File: config.mk
export PLATFORM = sky130hd
export DESIGN_NAME = instruction_loader
export DESIGN_NICKNAME = d
export VERILOG_FILES = /design/src/rtl/loader_pkg.sv /design/src/rtl/byte_packer.sv /design/src/rtl/instruction_loader.sv
export SDC_FILE = /design/constraint.sdc
export NUM_CORES = 1
export LEC_CHECK = 0
export ABC_CLOCK_PERIOD_IN_PS = 2500
export CAP_MARGIN = 10
export CORE_MARGIN = 4
export CORE_UTILIZATION = 35
export CTS_BUF_LIST = sky130_fd_sc_hd__clkbuf_4 sky130_fd_sc_hd__clkbuf_8
export CTS_CLUSTER_DIAMETER = 50
export DETAILED_ROUTE_END_ITERATION = 10
export GPL_TIMING_DRIVEN = 0
export REMOVE_ABC_BUFFERS = 1
export SKIP_LAST_GASP = 1
export SYNTH_ARGS = -nofsm -noshare
export SYNTH_HDL_FRONTEND = slang
export SYNTH_HIERARCHICAL = 1
export SYNTH_SLANG_ARGS = --single-unit
File: constraint.sdc
create_clock -name clk -period 2.5 [get_ports clk]
set_clock_uncertainty 0.05 [all_clocks]
set_input_delay 0.25 -clock clk [delete_from_list [all_inputs] [get_ports clk]]
set_output_delay 0.25 -clock clk [all_outputs]
set_load 0.02 [all_outputs]
File: src/rtl/loader_pkg.sv
// Shared instruction-loader definitions: FSM state encoding and frame-format constants.
// The FILL state exists only when LOADER_ZERO_FILL_EN is defined.
package loader_pkg;

  localparam int LEN_MIN        = 1;
  localparam int BYTES_PER_WORD = 4;
  localparam int WORD_BITS      = 8 * BYTES_PER_WORD;

  typedef enum logic [2:0] {
    ST_LEN   = 3'd0,
    ST_DATA  = 3'd1,
    ST_WRITE = 3'd2,
    ST_CHECK = 3'd3,
`ifdef LOADER_ZERO_FILL_EN
    ST_FILL  = 3'd4,
`endif
    ST_DONE  = 3'd5,
    ST_ERROR = 3'd6
  } state_e;

endpackage

File: src/rtl/byte_packer.sv
// Big-endian byte-to-word packer: the first byte of a word lands in [31:24].
// word_vld_o is combinational with the byte that completes a word; no backpressure of its own.
module byte_packer
  import loader_pkg::*;
(
  input  logic                 clk,
  input  logic                 reset,
  input  logic                 clear_i,
  input  logic                 byte_vld_i,
  input  logic [7:0]           byte_i,
  output logic [WORD_BITS-1:0] word_o,
  output logic                 word_vld_o
);

  localparam int CNT_W = $clog2(BYTES_PER_WORD);

  logic [CNT_W-1:0]     cnt_q, cnt_d;
  logic [WORD_BITS-1:0] word_q, word_d;

  always_comb begin
    cnt_d  = cnt_q;
    word_d = word_q;
    if (clear_i) begin
      cnt_d = '0;
    end else if (byte_vld_i) begin
      cnt_d  = cnt_q + CNT_W'(1);
      word_d = {word_q[WORD_BITS-9:0], byte_i};
    end
  end

  always_ff @(posedge clk or negedge reset) begin
    if (!reset) begin
      cnt_q  <= '0;
      word_q <= '0;
    end else begin
      cnt_q  <= cnt_d;
      word_q <= word_d;
    end
  end

  assign word_o     = word_q;
  assign word_vld_o = byte_vld_i && (cnt_q == CNT_W'(BYTES_PER_WORD - 1));

endmodule

File: src/rtl/instruction_loader.sv
// Loads a LEN/payload/CHK byte frame into instruction RAM, holding the CPU in reset until a good frame lands.
// One RAM write the cycle after each 4th byte (rx_ready drops for that cycle); LOADER_ZERO_FILL_EN zero-fills the tail.
module instruction_loader
  import loader_pkg::*;
#(
  parameter int ADDR_WIDTH = 8
) (
  input  logic                  clk,
  input  logic                  reset,
  input  logic                  rx_valid,
  input  logic [7:0]            rx_data,
  output logic                  rx_ready,
  input  logic                  start,
  output logic                  MemWrite,
  output logic [31:0]           MemAddress,
  output logic [31:0]           MemWriteData,
  output logic                  cpu_hold,
  output logic                  done,
  output logic                  error,
  output logic [ADDR_WIDTH-1:0] word_count
);

  localparam int IW = ADDR_WIDTH + 1;

  state_e                state_q, state_d;
  logic [7:0]            len_q, len_d;
  logic [7:0]            chk_q, chk_d;
  logic [ADDR_WIDTH-1:0] idx_q, idx_d;
  logic [ADDR_WIDTH-1:0] cnt_q, cnt_d;
  logic [ADDR_WIDTH-1:0] addr_hold_q, addr_hold_d;
  logic [31:0]           data_hold_q, data_hold_d;

  logic        xfer, mem_we, last_word, pk_word_vld;
  logic [31:0] pk_word;

  assign xfer      = rx_valid & rx_ready;
  assign last_word = (IW'(idx_q) + IW'(1)) == IW'(len_q);

  byte_packer u_packer (
    .clk        (clk),
    .reset      (reset),
    .clear_i    ((state_q == ST_LEN) && xfer),
    .byte_vld_i ((state_q == ST_DATA) && xfer),
    .byte_i     (rx_data),
    .word_o     (pk_word),
    .word_vld_o (pk_word_vld)
  );

  always_ff @(posedge clk or negedge reset) begin
    if (!reset) state_q <= ST_LEN;
    else        state_q <= state_d;
  end

  always_comb begin
    state_d = state_q;
    case (state_q)
      ST_LEN: if (xfer) begin
        if (rx_data < 8'(LEN_MIN)) state_d = ST_ERROR;
        else                       state_d = ST_DATA;
      end
      ST_DATA:  if (pk_word_vld) state_d = ST_WRITE;
      ST_WRITE: begin
        if (last_word) state_d = ST_CHECK;
        else           state_d = ST_DATA;
      end
      ST_CHECK: if (xfer) begin
        if (rx_data == chk_q) begin
`ifdef LOADER_ZERO_FILL_EN
          state_d = ST_FILL;
`else
          state_d = ST_DONE;
`endif
        end else begin
          state_d = ST_ERROR;
        end
      end
`ifdef LOADER_ZERO_FILL_EN
      // idx_q already points at word N when FILL starts; it runs to the top of memory
      ST_FILL:  if (&idx_q) state_d = ST_DONE;
`endif
      ST_DONE, ST_ERROR: if (start) state_d = ST_LEN;
      default:  state_d = ST_LEN;
    endcase
  end

  always_comb begin
    rx_ready = 1'b0;
    mem_we   = 1'b0;
    cpu_hold = 1'b1;
    done     = 1'b0;
    error    = 1'b0;
    case (state_q)
      ST_LEN, ST_DATA, ST_CHECK: rx_ready = 1'b1;
      ST_WRITE: mem_we = 1'b1;
`ifdef LOADER_ZERO_FILL_EN
      ST_FILL:  mem_we = 1'b1;
`endif
      ST_DONE: begin
        done     = 1'b1;
        cpu_hold = 1'b0;
      end
      ST_ERROR: error = 1'b1;
      default: ;
    endcase
  end

  assign MemWrite     = mem_we;
  assign MemAddress   = {{(32-ADDR_WIDTH-2){1'b0}}, (mem_we ? idx_q : addr_hold_q), 2'b00};
  assign MemWriteData = (state_q == ST_WRITE) ? pk_word : (mem_we ? 32'h0 : data_hold_q);
  assign word_count   = cnt_q;

  always_comb begin
    len_d       = len_q;
    chk_d       = chk_q;
    idx_d       = idx_q;
    cnt_d       = cnt_q;
    addr_hold_d = addr_hold_q;
    data_hold_d = data_hold_q;
    case (state_q)
      ST_LEN: if (xfer && rx_data >= 8'(LEN_MIN)) begin
        len_d = rx_data;
        chk_d = '0;
        idx_d = '0;
      end
      ST_DATA:  if (xfer) chk_d = chk_q ^ rx_data;
      ST_WRITE: begin
        idx_d = idx_q + ADDR_WIDTH'(1);
        cnt_d = cnt_q + ADDR_WIDTH'(1);
      end
`ifdef LOADER_ZERO_FILL_EN
      ST_FILL:  idx_d = idx_q + ADDR_WIDTH'(1);
`endif
      ST_DONE, ST_ERROR: if (start) cnt_d = '0;
      default: ;
    endcase
    // Address/data outputs keep the last written values between writes
    if (mem_we) begin
      addr_hold_d = idx_q;
      data_hold_d = MemWriteData;
    end
  end

  always_ff @(posedge clk or negedge reset) begin
    if (!reset) begin
      len_q       <= '0;
      chk_q       <= '0;
      idx_q       <= '0;
      cnt_q       <= '0;
      addr_hold_q <= '0;
      data_hold_q <= '0;
    end else begin
      len_q       <= len_d;
      chk_q       <= chk_d;
      idx_q       <= idx_d;
      cnt_q       <= cnt_d;
      addr_hold_q <= addr_hold_d;
      data_hold_q <= data_hold_d;
    end
  end

endmodule

==> impl_metrics.py <==
metrics = {
    "run_status": {
        "outcome": "finished clean",
    },
    "floorplanning": {
        "io-pin-count": 89,
        "die_w_um": 131,
        "core_area_um2": 14800,
        "rows": 44,
        "dieArea_um2": 17300,
        "start_util_pct": 36.2,
        "die_h_um": 131,
    },
    "grt": {
        "grt_start_max_net_pins": 59,
        "grt_overflow": 0,
        "grt_pass1_wl_um": 19500,
        "grt_pass1_vias": 3870,
        "track_usage_pct": 13.9,
        "antenna_found_initial": 0,
    },
    "routing": {
        "remaining_drc_errors": 0,
        "drt_wl_total_um": 11900,
        "wl_met3_um": 536,
        "wire_per_inst_um": 15.0,
        "vias_per_cell": 4.81,
        "met1_length_um": 5480,
        "drtAntennaViolNets": 0,
        "topRoutingLayerUsed": "met4",
        "wl_met2_um": 5510,
        "drt-pass1-iter-count": 4,
        "route.vias.total": 3799,
        "drt_iter0_drc": 146,
    },
    "sta": {
        "worst_pin_slew_ns": 0.698,
        "finalHoldViolations": 0,
        "relSlewSlack_pct": 53.5,
        "rsz0062_at_grt": "no",
        "post-route-worst-setup-slack_ns": 0.149,
        "period_needed_ns": 2.35,
        "clock.fmax_mhz": 425,
        "setup_viol": 0,
        "slew_violations": 0,
        "fin_crit_sh_pct": 94.0,
        "timing.hold.ws_ns": 0.386,
    },
    "critical_path": {
        "cpMostUsedCell": "nand2_1",
        "crit_fanout": 27,
        "worstPathCellList": "and2b_4, nand2_8, inv_16, nand2_1, nand2_1, dlygate4sd2_1",
        "crit_type": "reg2out",
        "worstPathArrival_ns": 2.05,
        "cp_data_required_time_ns": 2.20,
        "setup.worst_path.end_class": "output pin",
        "rrSetupSlack_ns": 0.22,
        "crit_slowest_cell": "dfrtp_2",
        "crit_path_max_incr_delay_ns": 0.48,
        "start_kind": "flop",
    },
    "cells_and_area": {
        "seq_area_um2": 2730,
        "instances_no_fill": 790,
        "multi_input_area_um2": 2400,
        "num-nets-final": 616,
        "num-fill-cells": 1446,
        "insertedDiodeCount": 0,
        "drive_gt1_share_pct": 14.2,
        "area_growth_pct": 19.5,
        "post-route-util_pct": 43.2,
    },
    "power_and_ir_drop": {
        "p_seq_share_pct": 38.4,
        "powerDensity_nw_per_um2": 1240,
        "switching_share_pct": 40.9,
        "p_leak_nw": 3.29,
        "switchingPower_w": 0.00324,
        "pwr-share-clk_pct": 13.7,
        "internal-power_w": 0.00469,
        "irDropWorstVdd_mv": 0.466,
        "p_comb_share_pct": 47.9,
    },
    "min_path": {
        "hold_class": "in2async",
    },
    "placed_design": {
        "hpwl_um": 7100,
        "finalWeightedCongestion": 0.847,
        "post-place-ws_ns": -1.25,
        "portBuffers": 64,
        "place_inst": 757,
    },
    "clocking": {
        "cts_buffers": 9,
        "clk_path_buf_depth": 2,
        "clock_sinks": 109,
        "clkLatencyLatePin_ns": 0.37,
        "cts-root-buf": "clkbuf_8",
        "htreeDepth": 3,
        "path_clk_slew_ns": 0.11,
        "cts_tree": "done",
    },
    "logic_synthesis": {
        "synth-seq-cells": 109,
        "syn_inst": 531,
        "dominantRegCellSynth": "dfrtp_1",
        "yosysWarnings": 6,
        "yosysUniqueCellTypes": 50,
        "synthesis.area_um2": 5330,
        "seq_area_frac_synth_pct": 51.1,
        "async_reset_ff_share_pct": 100,
        "synth_edf_count": 0,
        "synth_area_per_cell_um2": 10.0,
    },
    "flow_run": {
        "maxCapViolations": 0,
    },
}
==> sequential cells by signal (all words and copies together), names as in the netlist <==
signal and cells:
data_hold_q 32, u_packer/word_o 32, addr_hold_q 8, chk_q 8, idx_q 8, len_q 8, word_count 8, state_q 3
u_packer/cnt_q 2
==> layer usage <==
layer	vias up	global-route usage [%]
li1	1832	-
met1	1840	18.1
met2	104	22.3
met3	23	3.13
met4	0	6.18
met5	-	0
==> area by class of cell <==
cell class	count	share of cell area [%]
inverters	6	0.687
repair buffers	78	11.8
repair inverters	1	0.314
clock buffers	9	1.94
multi-input cells	396	37.7
well taps	184	3.61
clock inverters	7	1.16
flip-flops and latches	109	42.9
==> cells in the final DEF, fill, tap and decap left out, types with 7 or more instances in the layout <==
master / netlist / final
conb_1: 1 / 24
mux2_1: 9 / 9
mux2i_1: 7 / 7
o21ai_1: 11 / 12
o21ai_0: 20 / 19
buf_4: 25 / 10
a21oi_1: 9 / 9
nor2b_1: 9 / 9
mux2_4: 30 / 30
dlygate4sd2_1: 0 / 37
dfrtp_1: 109 / 106
clkbuf_8: 0 / 9
nand2_1: 179 / 178
clkdlybuf4s50_1: 0 / 22
nor2_1: 21 / 20
xor2_1: 16 / 16
==> critical path: cells and delay by family, from the launching register on <==
family,cells,cell delay (ns)
buf+inv,2,0.52
flops,1,0.48
simple gates,4,0.66
==> kinds of logic (layout without fill, tap and decap cells) <==
logic type / after synthesis / after routing / synth area share (%)
buf+inv: 52 / 101 / 6.92
simple gates: 243 / 246 / 19.7
xor+xnor: 21 / 21 / 3.45
flops: 109 / 109 / 51.1
other cells: 1 / 24 / 0.0703
fa+ha+maj: 3 / 3 / 0.704
compound gates: 54 / 54 / 5.96
mux: 48 / 48 / 12.1
==> cell usage after synthesis (all sizes together), types with 6 or more instances <==
cell   number  area share [%]
mux2i       7             1.3
a21oi       9            0.84
o21ai      31             2.9
nand2     180              13
nor2       23             1.8
inv         6            0.42
dfrtp     109              51
nor2b      10             1.3
buf        41             6.1
xor2       16             2.6
mux2       41              11
==> power by group through the flow <==
stage          logic (W)  registers, W  clock network (W)
6_report         0.00380       0.00304            0.00109
5_1_grt          0.00416       0.00315            0.00122
2_1_floorplan    0.00242       0.00297                  0
3_3_place_gp     0.00367       0.00304                  0
3_5_place_dp     0.00374       0.00308                  0
4_1_cts          0.00377       0.00305            0.00115
==> timing repair <==
item / 4_1_cts / 5_1_grt
setup endpoints to repair: 131 / 31
hold endpoints to repair: 51 / 0
cloned: 4 / 0
buffers inserted: 7 / 5
gates resized for setup: 58 / 11
hold buffers: 1 / 0
pin swaps: 1 / 1
==> per-stage QoR <==
stage | power (W) | setup TNS, ns | cell area, um2
2_1_floorplan | 0.00539 | -0.524 | 5070
3_3_place_gp | 0.00671 | -421.79 | 5940
3_5_place_dp | 0.00682 | -98.24 | 5970
4_1_cts | 0.00797 | -0.202 | 6330
5_1_grt | 0.00853 | 0 | 6370
6_report | 0.00793 | 0 | 6370
==> worst paths after layout <==
check,from,endpoint,depth (start not counted)
worst max register to register,state_q[1]$_DFFE_PN0P_,state_q[1]$_DFFE_PN0P_,9
min in group clk,addr_hold_q[0]$_DFF_PN0_,addr_hold_q[0]$_DFF_PN0_,2
max in group asynchronous,reset,state_q[2]$_DFFE_PN0P_,3
worst max-delay path,state_q[0]$_DFFE_PN0P_,MemWriteData[10],6
worst min-delay path,reset,data_hold_q[26]$_DFFE_PN0P_,2
worst min register to register,addr_hold_q[0]$_DFF_PN0_,addr_hold_q[0]$_DFF_PN0_,2
(Power assumes the default switching activity.)
==> edit 1 (same flow settings) <==
`ADDR_WIDTH`: 8 -> 9.
--- a/src/rtl/instruction_loader.sv
+++ b/src/rtl/instruction_loader.sv
@@ -5,3 +5,3 @@
 #(
-  parameter int ADDR_WIDTH = 8
+  parameter int ADDR_WIDTH = 9
 ) (
Interface: changed (resized word_count); port bits go from 89 to 90. The function was not compared with the original's and may differ.
==> edit 1 against the unedited design <==
  * Sequential cell count up 3
  * Final area up 5.5%
  * Register-to-register slack worse by 0.05 ns
  * Total power up 4.9%
  * Via count up 2.6%
  * Clock power about the same
  * Synthesized area up 2.3%
  * Count of clock-buffer cells in the layout unchanged
  * Non-clock buffer count grew 2
  * Worst hold slack got worse by 0.093 ns
  * Worst setup slack worse by 0.0010 ns
  * Critical path depth is 2 lower
  * First-iteration DRC count up 51%
  * Routed wire length rose by 0.77%
==> edit 1: results <==
INSERT INTO impl_metrics (metric_group, metric, value, unit) VALUES
('drt', 'detail_route.iter0.violations', '221', ''),
('placed_design', 'placement.setup.worst_slack', '-1.00', 'ns'),
('placed_design', 'gp_congestion', '0.852', ''),
('power_and_ir_drop', 'ir_worst_vdd', '0.000601', 'V'),
('setup_path', 'r2r_slack', '0.17', 'ns'),
('placed_design', 'port-buffer-count', '66', ''),
('timing', 'timing_worst_slew_pin_value', '0.736', 'ns'),
('timing', 'final.min_clock_period', '2.35', 'ns'),
('finish', 'finalNetCount', '633', ''),
('grt', 'grt_start_max_net_pins', '72', ''),
('grt', 'track_usage', '0.137', ''),
('setup_path', 'cp.arrival', '2.05', 'ns'),
('grt', 'grt_first_pass_wirelength', '19700', 'um'),
('drt', 'drt-pass1-iter-count', '5', ''),
('drt', 'viasPerCell', '4.67', ''),
('finish', 'final_layout_size_suffix_gt1_frac', '0.136', ''),
('grt', 'first_global_vias', '3847', ''),
('drt', 'route.final.wire_length', '11900', 'um'),
('run_status', 'outcome', 'finished clean', ''),
('synth', 'ys_top_cells_by_count', 'sky130_fd_sc_hd__nand2_1 (180), sky130_fd_sc_hd__dfrtp_1 (112), sky130_fd_sc_hd__mux2_4 (30)', ''),
('synth', 'postSynth.asyncResetShare', '1.00', ''),
('synth', 'post_synth_num_cell_types', '49', ''),
('power_and_ir_drop', 'intPower', '5.00', 'mW'),
('synth', 'yosysSeqAreaShare', '0.514', ''),
('power_and_ir_drop', 'power.static_leakage', '3.74', 'nW');
## edit 1: per-layer routing
layer	global-route usage	wire length, um
met5	0	0
met4	0.0514	160
met3	0.0259	553
met2	0.214	5510
met1	0.190	5720
## edit 1: per-stage QoR
step | cells | util | setup TNS, ns
CTS | 834 | 0.433 | 0
detailed placement | 805 | 0.406 | -62.75
global route | 834 | 0.441 | 0
global placement | 802 | 0.401 | -568.83
finish | 834 | 0.441 | 0
floorplan | 525 | - | -34.34
## edit 1: worst paths after layout
kind / startpoint / endpoint
max: state_q[0] / error
min: reset / data_hold_q[31]
max reg2reg: state_q[2] / state_q[1]
min reg2reg: data_hold_q[3] / data_hold_q[3]
max in group asynchronous: reset / u_packer/cnt_q[1]
min in group clk: data_hold_q[3] / data_hold_q[3]
## edit 1: kinds of logic after synthesis
group                      share of synthesized area
buffers and inverters                         0.0670
xor gates and xnor gates                      0.0353
adders and majority gates                    0.00688
and+or+nand+nor                                0.197
muxes                                          0.116
other                                       0.000687
DFF                                            0.514
AOI/OAI and AO/OA                             0.0628
## edit 1: repair_timing
item / CTS / global route
hold buffers: 1 / 0
pin swaps: 1 / 0
cloned: 2 / 0
buffers inserted: 10 / 0
endpoints found under the setup margin: 99 / 78
hold endpoints to repair: 41 / 0
gates resized for setup: 21 / 44
## edit 1: critical path, cell delays in order (launching register included)
cell and delay, ns:
sky130_fd_sc_hd__dfrtp_2 0.45, sky130_fd_sc_hd__buf_4 0.17, sky130_fd_sc_hd__buf_4 0.17, sky130_fd_sc_hd__nor3_1 0.23, sky130_fd_sc_hd__clkdlybuf4s50_1 0.66
## edit 1: layout make-up
class / count / area (um2)
sequential: 112 / 2810
timing repair buffer: 80 / 955
timing repair inverter: 1 / 16.3
inverter: 7 / 45.0
tap: 211 / 264
clock buffer: 9 / 124
clock inverter: 7 / 71.3
multi-input combinational: 407 / 2440
fill: 1472 / 8530
## edit 1: power groups by stage
stage | Combinational (mW) | Sequential (mW) | Clock (mW)
global route | 4.55 | 3.19 | 1.22
floorplan | 2.44 | 3.08 | 0
CTS | 4.28 | 3.09 | 1.15
global placement | 3.80 | 3.12 | 0
detailed placement | 3.91 | 3.17 | 0
finish | 4.15 | 3.08 | 1.09
==> edit 2 (same flow settings) <==
Without the edit above. Make the reset (`reset`) synchronous in 3 clocked blocks.
--- a/src/rtl/byte_packer.sv
+++ b/src/rtl/byte_packer.sv
@@ -30,3 +30,3 @@
 
-  always_ff @(posedge clk or negedge reset) begin
+  always_ff @(posedge clk) begin
     if (!reset) begin
--- a/src/rtl/instruction_loader.sv
+++ b/src/rtl/instruction_loader.sv
@@ -48,3 +48,3 @@
 
-  always_ff @(posedge clk or negedge reset) begin
+  always_ff @(posedge clk) begin
     if (!reset) state_q <= ST_LEN;
@@ -142,3 +142,3 @@
 
-  always_ff @(posedge clk or negedge reset) begin
+  always_ff @(posedge clk) begin
     if (!reset) begin
Behaviour: differs if reset is asserted again (counterexample within 4 cycles, from zero or initial values and one cycle with reset low); with reset held inactive, the same outputs for 4 cycles.
==> edit 2 against the unedited design <==
  * Via count rose by 9.1%
  * Worst setup slack got worse by 0.010 ns
  * Maximum frequency fell by 0.44%
  * Final cell count rose by 8.4%
  * Sequential share of layout area fell by 5.8 points
  * Synthesized area fell by 6.9%
  * Routed wire length fell by 7.3%
  * Sequential cell count did not move
  * Final area fell by 7.4%
  * Non-clock buffer count rose by 1
  * Critical path type unchanged
  * Highest routed layer unchanged
Power is not compared: it rests on default switching activity, and its combinational part moved more than twofold at a synthesized area within 25%.
==> edit 2: results <==
INSERT INTO impl_metrics (metric_group, metric, value, unit) VALUES
('run_status', 'outcome', 'finished clean', ''),
('setup_path', 'r2r-start', 'state_q[0]', ''),
('synth', 'synthFlopType', 'sky130_fd_sc_hd__dfxtp_1', ''),
('placed_design', 'gp_congestion', '0.804', ''),
('setup_path', 'worst_r2r_path_depth', '8', ''),
('setup_path', 'worstReg2RegEnd', 'state_q[0]', ''),
('timing', 'fin_worst_hold_slack', '0.410', 'ns'),
('grt', 'grt_start_max_net_pins', '69', ''),
('finish', 'finalNetCount', '686', ''),
('timing', 'final_critical_path_setup_slack', '0.139', 'ns'),
('finish', 'final_layout_size_suffix_gt1_frac', '0.0873', ''),
('setup_path', 'crit_path_top_delay_cell', 'sky130_fd_sc_hd__or3b_4', ''),
('drt', 'route.final.wire_length', '11000', 'um'),
('synth', 'yosysSeqAreaShare', '0.439', ''),
('placed_design', 'placement.setup.worst_slack', '-0.939', 'ns'),
('grt', 'first_global_vias', '3942', ''),
('placed_design', 'postPlaceCellArea', '5560', 'um2'),
('setup_path', 'endpoint', 'MemWriteData[8]', ''),
('timing', 'timing_worst_slew_pin_value', '0.762', 'ns'),
('setup_path', 'crit_fanout', '46', '');
[edit 2: timing repair]
item,CTS,global route
pin swaps,1,1
setup buffers,6,7
setup endpoints to repair,121,48
gates resized for setup,53,23
gates cloned,2,0
[edit 2: layer usage]
metal,vias up,GRT usage,share of wire
li1,2102,-,-
met1,1947,0.169,0.46
met2,84,0.236,0.49
met3,11,0.0247,0.037
met4,0,0.0530,0.016
met5,-,0,0
[edit 2: logic make-up after synthesis]
kind of cell,count (synthesis),share of synthesized area
flip-flops,109,0.439
multiplexers,34,0.0685
AO/OA/AOI/OAI,100,0.111
AND/OR/NAND/NOR,281,0.253
other,1,0.000755
adder cells (fa/ha/maj),3,0.00756
XOR/XNOR,22,0.0388
buffers and inverters,64,0.0809
[edit 2: final cells by class]
class | count | area [um2]
fillers | 1440 | 7980
multi-input cells | 466 | 2500
flip-flops and latches | 109 | 2190
repair buffers | 79 | 711
well taps | 180 | 225
clock buffers | 10 | 138
clock inverters | 6 | 86.3
inverters | 6 | 48.8
